### src/rtl/tcu_drl_acc_norm_pkg.sv
`default_nettype none
// ------------------------------------------------------------------
// tcu_drl_acc_norm_pkg : shared TCU format IDs, widths, stage payload
// Rev 1.0
// ------------------------------------------------------------------
package tcu_drl_acc_norm_pkg;

  localparam int N          = 2;
  localparam int TCK        = 2 * N;
  localparam int W          = 25;
  localparam int ACC_W      = W + $clog2(TCK + 1) + 1;
  localparam int MAG_W      = ACC_W - 1;
  localparam int LZC_W      = $clog2(MAG_W + 1);
  localparam int FP32_EXP_W = 8;
  localparam int FP32_MAN_W = 23;

  localparam logic [3:0] TCU_FP32_ID = 4'd0;
  localparam logic [3:0] TCU_FP16_ID = 4'd1;
  localparam logic [3:0] TCU_BF16_ID = 4'd2;
  localparam logic [3:0] TCU_I32_ID  = 4'd8;
  localparam logic [3:0] TCU_I8_ID   = 4'd9;
  localparam logic [3:0] TCU_U8_ID   = 4'd10;
  localparam logic [3:0] TCU_I4_ID   = 4'd11;
  localparam logic [3:0] TCU_U4_ID   = 4'd12;

  typedef struct packed {
    logic        valid;
    logic [31:0] val;
  } exc_t;

  typedef struct packed {
    logic [ACC_W-1:0] sum;
    logic             sgn;
    logic             zero;
    logic [LZC_W-1:0] lzc;
    logic [9:0]       max_exp;
    logic [3:0]       fmt;
    exc_t             exc;
  } stage_t;

  function automatic logic is_unsigned_int(input logic [3:0] fmt);
    return (fmt == TCU_U8_ID) || (fmt == TCU_U4_ID);
  endfunction

endpackage
`default_nettype wire

### src/rtl/tcu_drl_acc_norm_if.sv
`default_nettype none
// ------------------------------------------------------------------
// tcu_drl_acc_norm_if : term-beat input / result output handshake
// Rev 1.0
// ------------------------------------------------------------------
interface tcu_drl_acc_norm_if;
  import tcu_drl_acc_norm_pkg::*;

  logic                   valid_in;
  logic                   ready_in;
  logic [3:0]             fmt_s;
  logic [(TCK+1)*W-1:0]   terms;
  logic [9:0]             max_exp;
  logic                   exc_valid;
  logic [31:0]            exc_val;
  logic                   valid_out;
  logic                   ready_out;
  logic [31:0]            result;
  logic                   overflow;

  modport slave (
    input  valid_in, fmt_s, terms, max_exp, exc_valid, exc_val, ready_out,
    output ready_in, valid_out, result, overflow
  );

  modport master (
    output valid_in, fmt_s, terms, max_exp, exc_valid, exc_val, ready_out,
    input  ready_in, valid_out, result, overflow
  );
endinterface
`default_nettype wire

### src/rtl/tcu_drl_acc_norm_lzc.sv
`default_nettype none
// ------------------------------------------------------------------
// tcu_drl_lzc : leading-zero count; all-zero input returns WIDTH
// Rev 1.0
// ------------------------------------------------------------------
module tcu_drl_lzc #(
  parameter int WIDTH = 28,
  parameter int CNT_W = $clog2(WIDTH + 1)
) (
  input  wire logic [WIDTH-1:0] i_data,
  output logic      [CNT_W-1:0] o_count
);
  // Later (higher) set bits overwrite, so the most significant one wins.
  always_comb begin
    o_count = CNT_W'(WIDTH);
    for (int i = 0; i < WIDTH; i++) begin
      if (i_data[i]) o_count = CNT_W'(WIDTH - 1 - i);
    end
  end
endmodule
`default_nettype wire

### src/rtl/tcu_drl_acc_norm.sv
`default_nettype none
// ------------------------------------------------------------------
// tcu_drl_acc_norm : 3-stage sum / LZC / normalize+RNE to FP32 or int32
// Rev 1.0
// ------------------------------------------------------------------
module tcu_drl_acc_norm
  import tcu_drl_acc_norm_pkg::*;
(
  input wire logic          clk,
  input wire logic          reset,
  tcu_drl_acc_norm_if.slave bus
);

  logic             w_en;
  logic [W-1:0]     w_term  [TCK+1];
  logic [ACC_W-1:0] w_ext   [TCK+1];
  logic [ACC_W-1:0] w_cs_s, w_cs_c, w_cs_t, w_sum;
  stage_t           w_s1_next, w_s2_next, r_s1, r_s2;
  logic             r_s1_valid, r_s2_valid;
  logic [MAG_W-1:0] w_mag, w_norm;
  logic [LZC_W-1:0] w_lzc;
  logic [FP32_MAN_W:0]   w_man;
  logic [FP32_MAN_W+1:0] w_man_rnd;
  logic [FP32_MAN_W-1:0] w_frac;
  logic             w_g, w_r, w_s, w_inc, w_is_int;
  logic signed [11:0] w_exp, w_exp_rnd;
  logic [31:0]      w_res;
  logic             w_ovf;
  logic             r_valid_out, r_overflow;
  logic [31:0]      r_result;

  assign w_en         = !r_valid_out || bus.ready_out;
  assign bus.ready_in = w_en;
  assign bus.valid_out = r_valid_out;
  assign bus.result    = r_result;
  assign bus.overflow  = r_overflow;

  // Stage 1: bring every term to two's complement at ACC_W bits.
  always_comb begin
    for (int i = 0; i <= TCK; i++) begin
      w_term[i] = bus.terms[i*W +: W];
      if (bus.fmt_s >= TCU_I32_ID) begin
        if (is_unsigned_int(bus.fmt_s)) w_ext[i] = {{(ACC_W-W){1'b0}}, w_term[i]};
        else                            w_ext[i] = {{(ACC_W-W){w_term[i][W-1]}}, w_term[i]};
      end else begin
        w_ext[i] = {{(ACC_W-W+1){1'b0}}, w_term[i][W-2:0]};
        if (w_term[i][W-1]) w_ext[i] = ~w_ext[i] + ACC_W'(1);
      end
    end
  end

  // Carry-save accumulation of all terms, one carry-propagate add at the end.
  always_comb begin
    w_cs_s = '0;
    w_cs_c = '0;
    w_cs_t = '0;
    for (int i = 0; i <= TCK; i++) begin
      w_cs_t = w_cs_s ^ w_cs_c ^ w_ext[i];
      w_cs_c = ((w_cs_s & w_cs_c) | (w_cs_s & w_ext[i]) | (w_cs_c & w_ext[i])) << 1;
      w_cs_s = w_cs_t;
    end
    w_sum = w_cs_s + w_cs_c;
  end

  always_comb begin
    w_s1_next           = '0;
    w_s1_next.sum       = w_sum;
    w_s1_next.max_exp   = bus.max_exp;
    w_s1_next.fmt       = bus.fmt_s;
    w_s1_next.exc.valid = bus.exc_valid;
    w_s1_next.exc.val   = bus.exc_val;
  end

  // Stage 2: magnitude and leading-zero count. Integer beats keep the raw sum.
  assign w_mag = r_s1.sum[ACC_W-1] ? MAG_W'(~r_s1.sum + ACC_W'(1)) : r_s1.sum[MAG_W-1:0];

  tcu_drl_lzc #(.WIDTH(MAG_W), .CNT_W(LZC_W)) u_lzc (
    .i_data  (w_mag),
    .o_count (w_lzc)
  );

  always_comb begin
    w_s2_next      = r_s1;
    w_s2_next.sgn  = r_s1.sum[ACC_W-1];
    w_s2_next.zero = (w_mag == '0);
    w_s2_next.lzc  = w_lzc;
    if (r_s1.fmt < TCU_I32_ID) w_s2_next.sum = {1'b0, w_mag};
  end

  // Stage 3: normalize, round to nearest even, pack.
  always_comb begin
    w_is_int  = (r_s2.fmt >= TCU_I32_ID);
    w_norm    = r_s2.sum[MAG_W-1:0] << r_s2.lzc;
    w_man     = w_norm[MAG_W-1 -: FP32_MAN_W+1];
    w_g       = w_norm[MAG_W-FP32_MAN_W-2];
    w_r       = w_norm[MAG_W-FP32_MAN_W-3];
    w_s       = |w_norm[MAG_W-FP32_MAN_W-4:0];
    w_inc     = w_g & (w_r | w_s | w_man[0]);
    w_man_rnd = {1'b0, w_man} + {{(FP32_MAN_W+1){1'b0}}, w_inc};
    w_frac    = w_man_rnd[FP32_MAN_W+1] ? w_man_rnd[FP32_MAN_W:1] : w_man_rnd[FP32_MAN_W-1:0];
    // Leading one sits at ACC_W-2-lzc; magnitude bit W-2 carries max_exp.
    w_exp     = {2'b00, r_s2.max_exp} + 12'(ACC_W - W) - 12'(r_s2.lzc);
    w_exp_rnd = w_exp + 12'(w_man_rnd[FP32_MAN_W+1]);
    w_ovf     = 1'b0;
    w_res     = {r_s2.sgn, w_exp_rnd[FP32_EXP_W-1:0], w_frac};
    if (r_s2.exc.valid) begin
      w_res = r_s2.exc.val;
    end else if (w_is_int) begin
      w_res = {{(32-ACC_W){r_s2.sum[ACC_W-1]}}, r_s2.sum};
    end else if (r_s2.zero) begin
      w_res = 32'd0;
    end else if (w_exp_rnd >= 12'sd255) begin
      w_res = {r_s2.sgn, 8'hFF, 23'd0};
      w_ovf = 1'b1;
    end else if (w_exp_rnd <= 12'sd0) begin
      w_res = {r_s2.sgn, 31'd0};
    end
  end

  always_ff @(posedge clk or posedge reset) begin
    if (reset) begin
      r_s1_valid  <= 1'b0;
      r_s2_valid  <= 1'b0;
      r_s1        <= '0;
      r_s2        <= '0;
      r_valid_out <= 1'b0;
      r_result    <= 32'd0;
      r_overflow  <= 1'b0;
    end else if (w_en) begin
      r_s1_valid  <= bus.valid_in;
      r_s1        <= w_s1_next;
      r_s2_valid  <= r_s1_valid;
      r_s2        <= w_s2_next;
      r_valid_out <= r_s2_valid;
      r_result    <= w_res;
      r_overflow  <= w_ovf;
    end
  end

endmodule
`default_nettype wire

### src/flat_wrapper.sv
// flat-port wrapper written by rule: the top's interface ports become plain ports
module tcu_drl_acc_norm_flat import tcu_drl_acc_norm_pkg::*;
  (clk, reset, bus_valid_in, bus_fmt_s, bus_terms, bus_max_exp, bus_exc_valid, bus_exc_val, bus_ready_out, bus_ready_in, bus_valid_out, bus_result, bus_overflow);
  tcu_drl_acc_norm_if bus_i ();
  input wire logic clk;
  input wire logic reset;
  input wire logic [$bits(bus_i.valid_in)-1:0] bus_valid_in;
  input wire logic [$bits(bus_i.fmt_s)-1:0] bus_fmt_s;
  input wire logic [$bits(bus_i.terms)-1:0] bus_terms;
  input wire logic [$bits(bus_i.max_exp)-1:0] bus_max_exp;
  input wire logic [$bits(bus_i.exc_valid)-1:0] bus_exc_valid;
  input wire logic [$bits(bus_i.exc_val)-1:0] bus_exc_val;
  input wire logic [$bits(bus_i.ready_out)-1:0] bus_ready_out;
  output wire logic [$bits(bus_i.ready_in)-1:0] bus_ready_in;
  output wire logic [$bits(bus_i.valid_out)-1:0] bus_valid_out;
  output wire logic [$bits(bus_i.result)-1:0] bus_result;
  output wire logic [$bits(bus_i.overflow)-1:0] bus_overflow;
  assign bus_i.valid_in = bus_valid_in;
  assign bus_i.fmt_s = bus_fmt_s;
  assign bus_i.terms = bus_terms;
  assign bus_i.max_exp = bus_max_exp;
  assign bus_i.exc_valid = bus_exc_valid;
  assign bus_i.exc_val = bus_exc_val;
  assign bus_i.ready_out = bus_ready_out;
  assign bus_ready_in = bus_i.ready_in;
  assign bus_valid_out = bus_i.valid_out;
  assign bus_result = bus_i.result;
  assign bus_overflow = bus_i.overflow;
  tcu_drl_acc_norm u_core (.clk(clk), .reset(reset), .bus(bus_i));
endmodule
### config.mk
export PLATFORM = sky130hd
export DESIGN_NAME = tcu_drl_acc_norm_flat
export DESIGN_NICKNAME = d
export VERILOG_FILES = /design/src/rtl/tcu_drl_acc_norm_pkg.sv /design/src/rtl/tcu_drl_acc_norm_if.sv /design/src/rtl/tcu_drl_acc_norm_lzc.sv /design/src/rtl/tcu_drl_acc_norm.sv /design/src/flat_wrapper.sv
export SDC_FILE = /design/constraint.sdc
export NUM_CORES = 1
export LEC_CHECK = 0
export ABC_AREA = 1
export BUFFER_PORTS_ARGS = -buffer_cell sky130_fd_sc_hd__buf_2
export CAP_MARGIN = 15
export CORE_ASPECT_RATIO = 2
export CORE_MARGIN = 1.5
export CORE_UTILIZATION = 55
export DETAILED_ROUTE_END_ITERATION = 12
export HOLD_SLACK_MARGIN = 0.06
export PLACE_DENSITY = 0.72
export SYNTH_ARGS = -nofsm -noshare
export SYNTH_HDL_FRONTEND = slang
export SYNTH_SLANG_ARGS = --single-unit
### constraint.sdc
create_clock -name clk -period 8.08 [get_ports clk]
set_clock_uncertainty 0.15 [all_clocks]
set_input_delay 1.212 -clock clk [delete_from_list [all_inputs] [get_ports clk]]
set_output_delay 1.212 -clock clk [all_outputs]
set_load 0.03 [all_outputs]
* After elaboration in Yosys (flattened, before gate mapping) *
Index checks and enable logic that the tools add are counted.

word-level totals
  flip-flop bits (word level) = 195
  output and inout port bits = 35
  word-level logic and storage cells = 129

cells by class
  add/subtract/negate cells = 11
  $lt $le $gt $ge = 5
  equality and inequality tests = 2
  shift operators = 1
  multiplexer cells = 55
  bitwise gates (word level) = 32
  reductions and logical operators = 5

operators with widths
  kind                                                                 number
  2-to-1 mux 29 bit                                                    16
  bitwise AND 28 bit                                                   10
  bitwise XOR 29 bit                                                   7
  bitwise OR 28 bit                                                    6
  adder 29 x 1 -> 29 bit (second input constant)                       5
  inverter 24 -> 29 bit                                                5
  2-to-1 mux 5 bit                                                     27
  2-to-1 mux 32 bit                                                    3
  2-to-1 mux 31 bit                                                    2
  adder 29 bit                                                         1
  adder 28 x 1 -> 28 bit (second input constant)                       1
  zero test 28 bit                                                     1
  2-to-1 mux 28 bit                                                    1
  inverter 28 bit                                                      1
  << shifter 28 x 5 -> 28 bit                                          1
  adder 24 x 1 -> 25 bit                                               1
  2-to-1 mux 23 bit                                                    1
  adder 12 x 1 -> 12 bit                                               1
  greater-or-equal comparator 12 x 9 -> 1 bit (second input constant)  1
  less-or-equal comparator 12 x 1 -> 1 bit (second input constant)     1
  subtractor 12 x 5 -> 12 bit                                          1
  adder 10 x 3 -> 11 bit (second input constant)                       1
  equality test 4 bit (second input constant)                          2
  greater-or-equal comparator 4 bit (second input constant)            2
  other kinds (8)                                                      13

* Depth between registers and ports, before layout *
  depth after elaboration = 31
  depth in mapped cells = 37
  gate-level depth less buffers = 35

* Hierarchy *
Synthesis repeated with hierarchy kept, for this count alone.

unflattened totals
  cells, all modules = 2,790
  area total of the unflattened synthesis = 18,859.3 um2

modules (own cells, without submodules)
  module            instances  cells an instance  area an instance (um2)
  tcu_drl_acc_norm  1          2,706              18,460.2
  tcu_drl_lzc       1          84                 399.1

* Worst setup path before layout *
Ideal clock, no wire load.

  path type = input -> register
  start point = in bus_fmt_s[3]
  end point = reg u_core.r_s1[79] (netlist bit)
  arrival = 6.377 ns
  setup slack = 1.423 ns
  stages on the path = 29
  path through = clkbuf_1 -> nor2_1 -> clkinv_1 -> nor2_1 -> xor2_1 -> inv_1 -> ha_1 -> fa_1 -> inv_1 -> fa_1 -> inv_1 -> fa_1 -> inv_1 -> fa_1 -> or2_1 -> nor2_1 -> a211oi_1 -> o21ai_1 -> inv_1 -> o21ai_1 -> a21oi_1 -> o21ai_1 -> nand3_1 -> nand2_1 -> a21oi_1 -> o21bai_1 -> nand2_1 -> nand3_1 -> o21ai_0

between the ends
  word-level cells in the longest chain between the ends = 13
  elaborated cells on any way between the ends = 38
  classes of those cells = add/sub (1); order compare (1); eq/ne (2); mux (10); bitwise (23); reduce/logical (1)

RTL lines
  item                                                             line                                            source
  from (decl)                                                      flat_wrapper.sv:8                               input wire logic [$bits(bus_i.fmt_s)-1:0] bus_fmt_s;
  greater-or-equal comparator 4 bit                                tcu_drl_acc_norm.sv:42                          if (bus.fmt_s >= TCU_I32_ID) begin
  2-to-1 mux 29 bit                                                tcu_drl_acc_norm.sv:42
  bitwise XOR 29 bit / bitwise AND 28 bit (equally long branches)  tcu_drl_acc_norm.sv:58, tcu_drl_acc_norm.sv:59
  bitwise AND 28 bit                                               tcu_drl_acc_norm.sv:59                          w_cs_c = ((w_cs_s & w_cs_c) | (w_cs_s & w_ext[i]) | (w_cs_c & w_ext[i])) << 1;
  bitwise OR 28 bit (2 in series)                                  tcu_drl_acc_norm.sv:59
  bitwise AND 28 bit                                               tcu_drl_acc_norm.sv:59
  bitwise OR 28 bit (2 in series)                                  tcu_drl_acc_norm.sv:59
  bitwise AND 28 bit                                               tcu_drl_acc_norm.sv:59
  bitwise OR 28 bit (2 in series)                                  tcu_drl_acc_norm.sv:59
  adder 29 bit *                                                   tcu_drl_acc_norm.sv:62                          w_sum = w_cs_s + w_cs_c;
  to (signal assigned)                                             tcu_drl_acc_norm.sv:131                         r_s1 <= w_s1_next;
  to (decl)                                                        tcu_drl_acc_norm.sv:18                          stage_t w_s1_next, w_s2_next, r_s1, r_s2;

Mark *: on every way between the ends. The rest lies on a longest branch, timed or not.
A chain may end at the register's enable or synchronous reset.

* Worst setup path after layout *
  start point = in bus_terms[1]
  end point = reg u_core.r_s1[79] (netlist bit)

between the ends
  word-level cells in the longest chain between the ends = 15
  elaborated cells on any way between the ends = 29
  classes of those cells = add/sub (2); mux (3); bitwise (24)

RTL lines
  item                                                             line                                            source
  from (decl)                                                      flat_wrapper.sv:9                               input wire logic [$bits(bus_i.terms)-1:0] bus_terms;
  inverter 24 -> 29 bit                                            tcu_drl_acc_norm.sv:47                          if (w_term[i][W-1]) w_ext[i] = ~w_ext[i] + ACC_W'(1);
  adder 29 x 1 -> 29 bit                                           tcu_drl_acc_norm.sv:47
  2-to-1 mux 29 bit                                                tcu_drl_acc_norm.sv:47
  2-to-1 mux 29 bit *                                              tcu_drl_acc_norm.sv:42
  bitwise XOR 29 bit / bitwise AND 28 bit (equally long branches)  tcu_drl_acc_norm.sv:58, tcu_drl_acc_norm.sv:59
  bitwise AND 28 bit                                               tcu_drl_acc_norm.sv:59
  bitwise OR 28 bit (2 in series)                                  tcu_drl_acc_norm.sv:59
  bitwise AND 28 bit                                               tcu_drl_acc_norm.sv:59
  bitwise OR 28 bit (2 in series)                                  tcu_drl_acc_norm.sv:59
  bitwise AND 28 bit                                               tcu_drl_acc_norm.sv:59
  bitwise OR 28 bit (2 in series)                                  tcu_drl_acc_norm.sv:59
  adder 29 bit *                                                   tcu_drl_acc_norm.sv:62

Marks and branches as above.

==> summary.md <==
| Metric | Value |
|---|---|
| Max_cap viols | `0` |
| DP HPWL | `44890 um` |
| CTS max path bufs | `2` |
| Distinct cells, synth | `65` |
| Total power | `8.743 mW` |
| Yosys warns | `0` |
| WHS Path Cells | `2` |
| Reg2reg path depth | `29` |
| First-pass GRT wire length | `86250 um` |
| Area leader, netlist | `dfrtp_1` |
| PD cells | `437.0 nW/um2` |
| Largest net degree at the start of global routing | `111` |
| Boundary pin count | `211` |
| Reg2Reg Setup Slack | `1.05 ns` |
| RSZ-0062 raised after global routing | `no` |
| Drt via density | `5.419` |
| Pint | `3.906 mW` |
| Number of global-route vias before repair | `17784` |
| Post-synth EDFFs | `0` |
| Endpoint, Worst Hold | `u_core.bus.valid_out` |
| Cell area after layout | `20010 um2` |
| Run status | `completed` |
| Max-Slew Margin vs Limit | `17.78%` |
| Clock Latency Late Sink | `0.45 ns` |
| Post-Syn Area per Cell | `7.119 um2` |
| Comb pwr share | `71.5%` |
| Hold WS | `0.3027 ns` |
| Chip width | `131.3 um` |
| Synth-to-layout area growth | `10.53%` |
| Detail Route Antenna Nets | `0` |
| Die H | `259.6 um` |
| #FFs+latches synth | `189` |
| Yosys top cell area share | `26.13%` |
| Final wirelength | `54150 um` |
| Post-synth top flop | `dfrtp_1` |
| Share of layout cells above drive strength 1 | `12.79%` |
| Setup TNS | `0 ns` |
| CP required | `8.23 ns` |
| Total GRT Usage | `32.37%` |
| Core area | `32350 um2` |
| Sw Ratio | `55.33%` |
| Post-synth ARST share | `100.0%` |
| Max Fclk | `0.1370 GHz` |
| Period minus WS final | `7.298 ns` |
| # H-tree levels | `4` |
| Die Area | `34080 um2` |
| Setup crit start kind | `primary input` |
| Endpoints failing setup | `0` |
| Post-DR wirelength/cell | `17.24 um` |
| Antenna violations before repair | `1` |
| Critical Path AT | `7.45 ns` |
| R2r startpoint | `u_core.r_s2[47]` |
| Sequential fraction of the synthesis area | `26.13%` |
| Type of the worst min-delay path | `reg2reg` |
| Crit Path Max Fanout | `6` |
| FP Rows | `93` |
| Cells after Synth | `2543` |
| Leak | `10.18 nW` |
| CTS Sinks | `189` |
| Final Slew Violations | `0` |
| Post-CTS setup buffers | `0` |
| CP endpoint kind | `register` |
| Synth Cell Area | `18100 um2` |
| Root buffer cell | `clkbuf_16` |
| Final hold vios | `0` |
| Hold_buf cts | `0` |
| DRC viols | `0` |
| Synth area leaders | `dfrtp_1 (26%), nand2_1 (12%), fa_1 (9.2%)` |
| CTS tree | `done` |
| Initial Utilization | `55.96%` |
| CTS Buf Count | `17` |
| Final Wtd Congestion | `0.9898` |
| WS Path Type | `in2reg` |
| Critical path's largest stage delay | `0.54 ns` |
| Gr ovfl total | `0` |
| NumNets Final | `3041` |
| Worst min-delay path startpoint | `u_core.r_s2_valid` |
| Iter 0 DRT Violations | `613` |
| Clock-pin slew on the worst setup and hold paths | `0.08 ns` |
| Net switching power | `4.837 mW` |
| Worst Tran Pin Value | `1.229 ns` |
| Vias post-DR | `17020` |
| Flop pwr share | `18.9%` |
| Crit-path slowest cell | `fa_1` |
| Placed instance area | `19430 um2` |
| Peak supply drop | `0.3704 mV` |
| Pre-antenna DRT Iters | `7` |
| Resized Gates After CTS | `0` |
| Fill cell count | `3081` |
| Clock power frac | `9.6%` |
| Ratio of final minimum period to clock period | `90.32%` |
| Synthesized Nets | `2884` |
| Worst reg2reg endpoint | `u_core.bus.result[17]` |
| Top cell by count, worst path | `inv_1` |
| I/O Buffers | `210` |
[power groups by stage]
stage | registers, mW | clock network (mW) | logic (mW)
after global placement | 1.65 | 0 | 6.03
after CTS | 1.64 | 0.849 | 6.20
after global routing | 1.69 | 0.887 | 7.01
final | 1.65 | 0.840 | 6.25
after detailed placement | 1.66 | 0 | 6.16
after floorplan | 1.71 | 0 | 4.43
[flip-flops by register name, summed over array words and instances, names as in the netlist]
| register | cells |
|---|---|
| u_core.r_s1 | 73 |
| u_core.r_s2_valid | 1 |
| u_core.bus.overflow | 1 |
| u_core.bus.valid_out | 1 |
| u_core.bus.result | 32 |
| u_core.r_s2 | 80 |
| u_core.r_s1_valid | 1 |
[kinds of logic (layout without fill, tap and decap cells)]
| group | count (synthesis) | after routing | synth area share, % |
|---|---|---|---|
| AOI/OAI and AO/OA | 484 | 484 | 15.39 |
| xor gates and xnor gates | 165 | 165 | 8.066 |
| adders and majority gates | 165 | 165 | 14.85 |
| buffers and inverters | 519 | 689 | 11.24 |
| DFF | 189 | 189 | 26.13 |
| muxes | 7 | 7 | 0.3871 |
| other | 0 | 1 | 0 |
| and+or+nand+nor | 1014 | 1014 | 23.95 |
[synthesized netlist by cell type, types with 8 or more instances]
library cell,count
nand2_1,586
inv_1,412
o21ai_0,219
dfrtp_1,189
nor2_1,181
xor2_1,116
a21oi_1,88
nand3_1,88
fa_1,83
ha_1,82
clkbuf_1,64
nor3_1,56
o21ai_1,54
xnor2_1,47
or2_2,29
o221ai_1,28
nand4_1,14
o22ai_1,14
a31oi_1,12
buf_2,12
o211ai_1,12
nor2_2,11
nor4_1,10
o31ai_1,10
o21ai_2,9
a21o_1,8
[cell usage in the layout (no fill, tap or decap), types with 17 or more instances in the layout]
cell | Yosys | layout
o21ai_0 | 219 | 219
fa_1 | 83 | 83
buf_4 | 3 | 19
o21ai_1 | 54 | 54
a21oi_1 | 88 | 88
ha_1 | 82 | 82
clkbuf_16 | 0 | 17
nor2_1 | 181 | 180
nand3_1 | 88 | 88
xnor2_1 | 47 | 47
xor2_1 | 116 | 116
buf_2 | 12 | 210
nand2_1 | 586 | 586
o221ai_1 | 28 | 28
nor3_1 | 56 | 56
dfrtp_1 | 189 | 189
inv_1 | 412 | 411
or2_2 | 29 | 29
[how the worst max path moves through the flow]
| stage | end | startpoint | slack, ns |
|---|---|---|---|
| global placement | u_core.r_s1[79] | bus_terms[1] | 0.41 |
| global route | u_core.r_s1[82] | bus_terms[1] | 0.25 |
| CTS | u_core.r_s1[79] | bus_terms[1] | 0.77 |
| floorplan | u_core.r_s1[79] | bus_fmt_s[3] | 1.42 |
| finish | u_core.r_s1[79] | bus_terms[1] | 0.78 |
| detailed placement | u_core.r_s1[79] | bus_terms[1] | 0.31 |
[worst max-delay path: cells and delay by family]
kind / cells / cell delay, ns
AND/OR/NAND/NOR: 11 / 2.23
adder cells (fa/ha/maj): 5 / 2.16
AO/OA/AOI/OAI: 7 / 1.16
buffers and inverters: 7 / 0.59
XOR/XNOR: 1 / 0.10
[routing by layer]
metal  vias up  wire length (um)  global-route usage (%)
met5         -                 0                       0
li1       8423                 -                       -
met1      8008             17240                   26.97
met4         0              4507                   25.28
met2       433             30780                   66.95
met3       156              1626                   3.710
[per-stage QoR]
step | worst slack, ns | util (%) | instances
6_report | 0.7821 | 61.85 | 3141
3_3_place_gp | 0.4126 | 60.06 | 3108
4_1_cts | 0.7716 | 61.84 | 3140
5_1_grt | 0.2477 | 61.85 | 3141
3_5_place_dp | 0.3129 | 60.06 | 3108
2_1_floorplan | 1.423 | - | 2543
[area by class of cell]
type | instances | area [um2] | area share, %
multi-input cells | 1835 | 11350 | 56.71
flip-flops and latches | 189 | 4730 | 23.64
inverters | 428 | 1624 | 8.117
repair buffers | 229 | 1194 | 5.966
well taps | 427 | 534.3 | 2.670
clock buffers | 18 | 429.2 | 2.145
clock inverters | 14 | 148.9 | 0.7442
diodes | 1 | 2.502 | 0.01251
No activity file was read; power rests on OpenSTA's default activity.
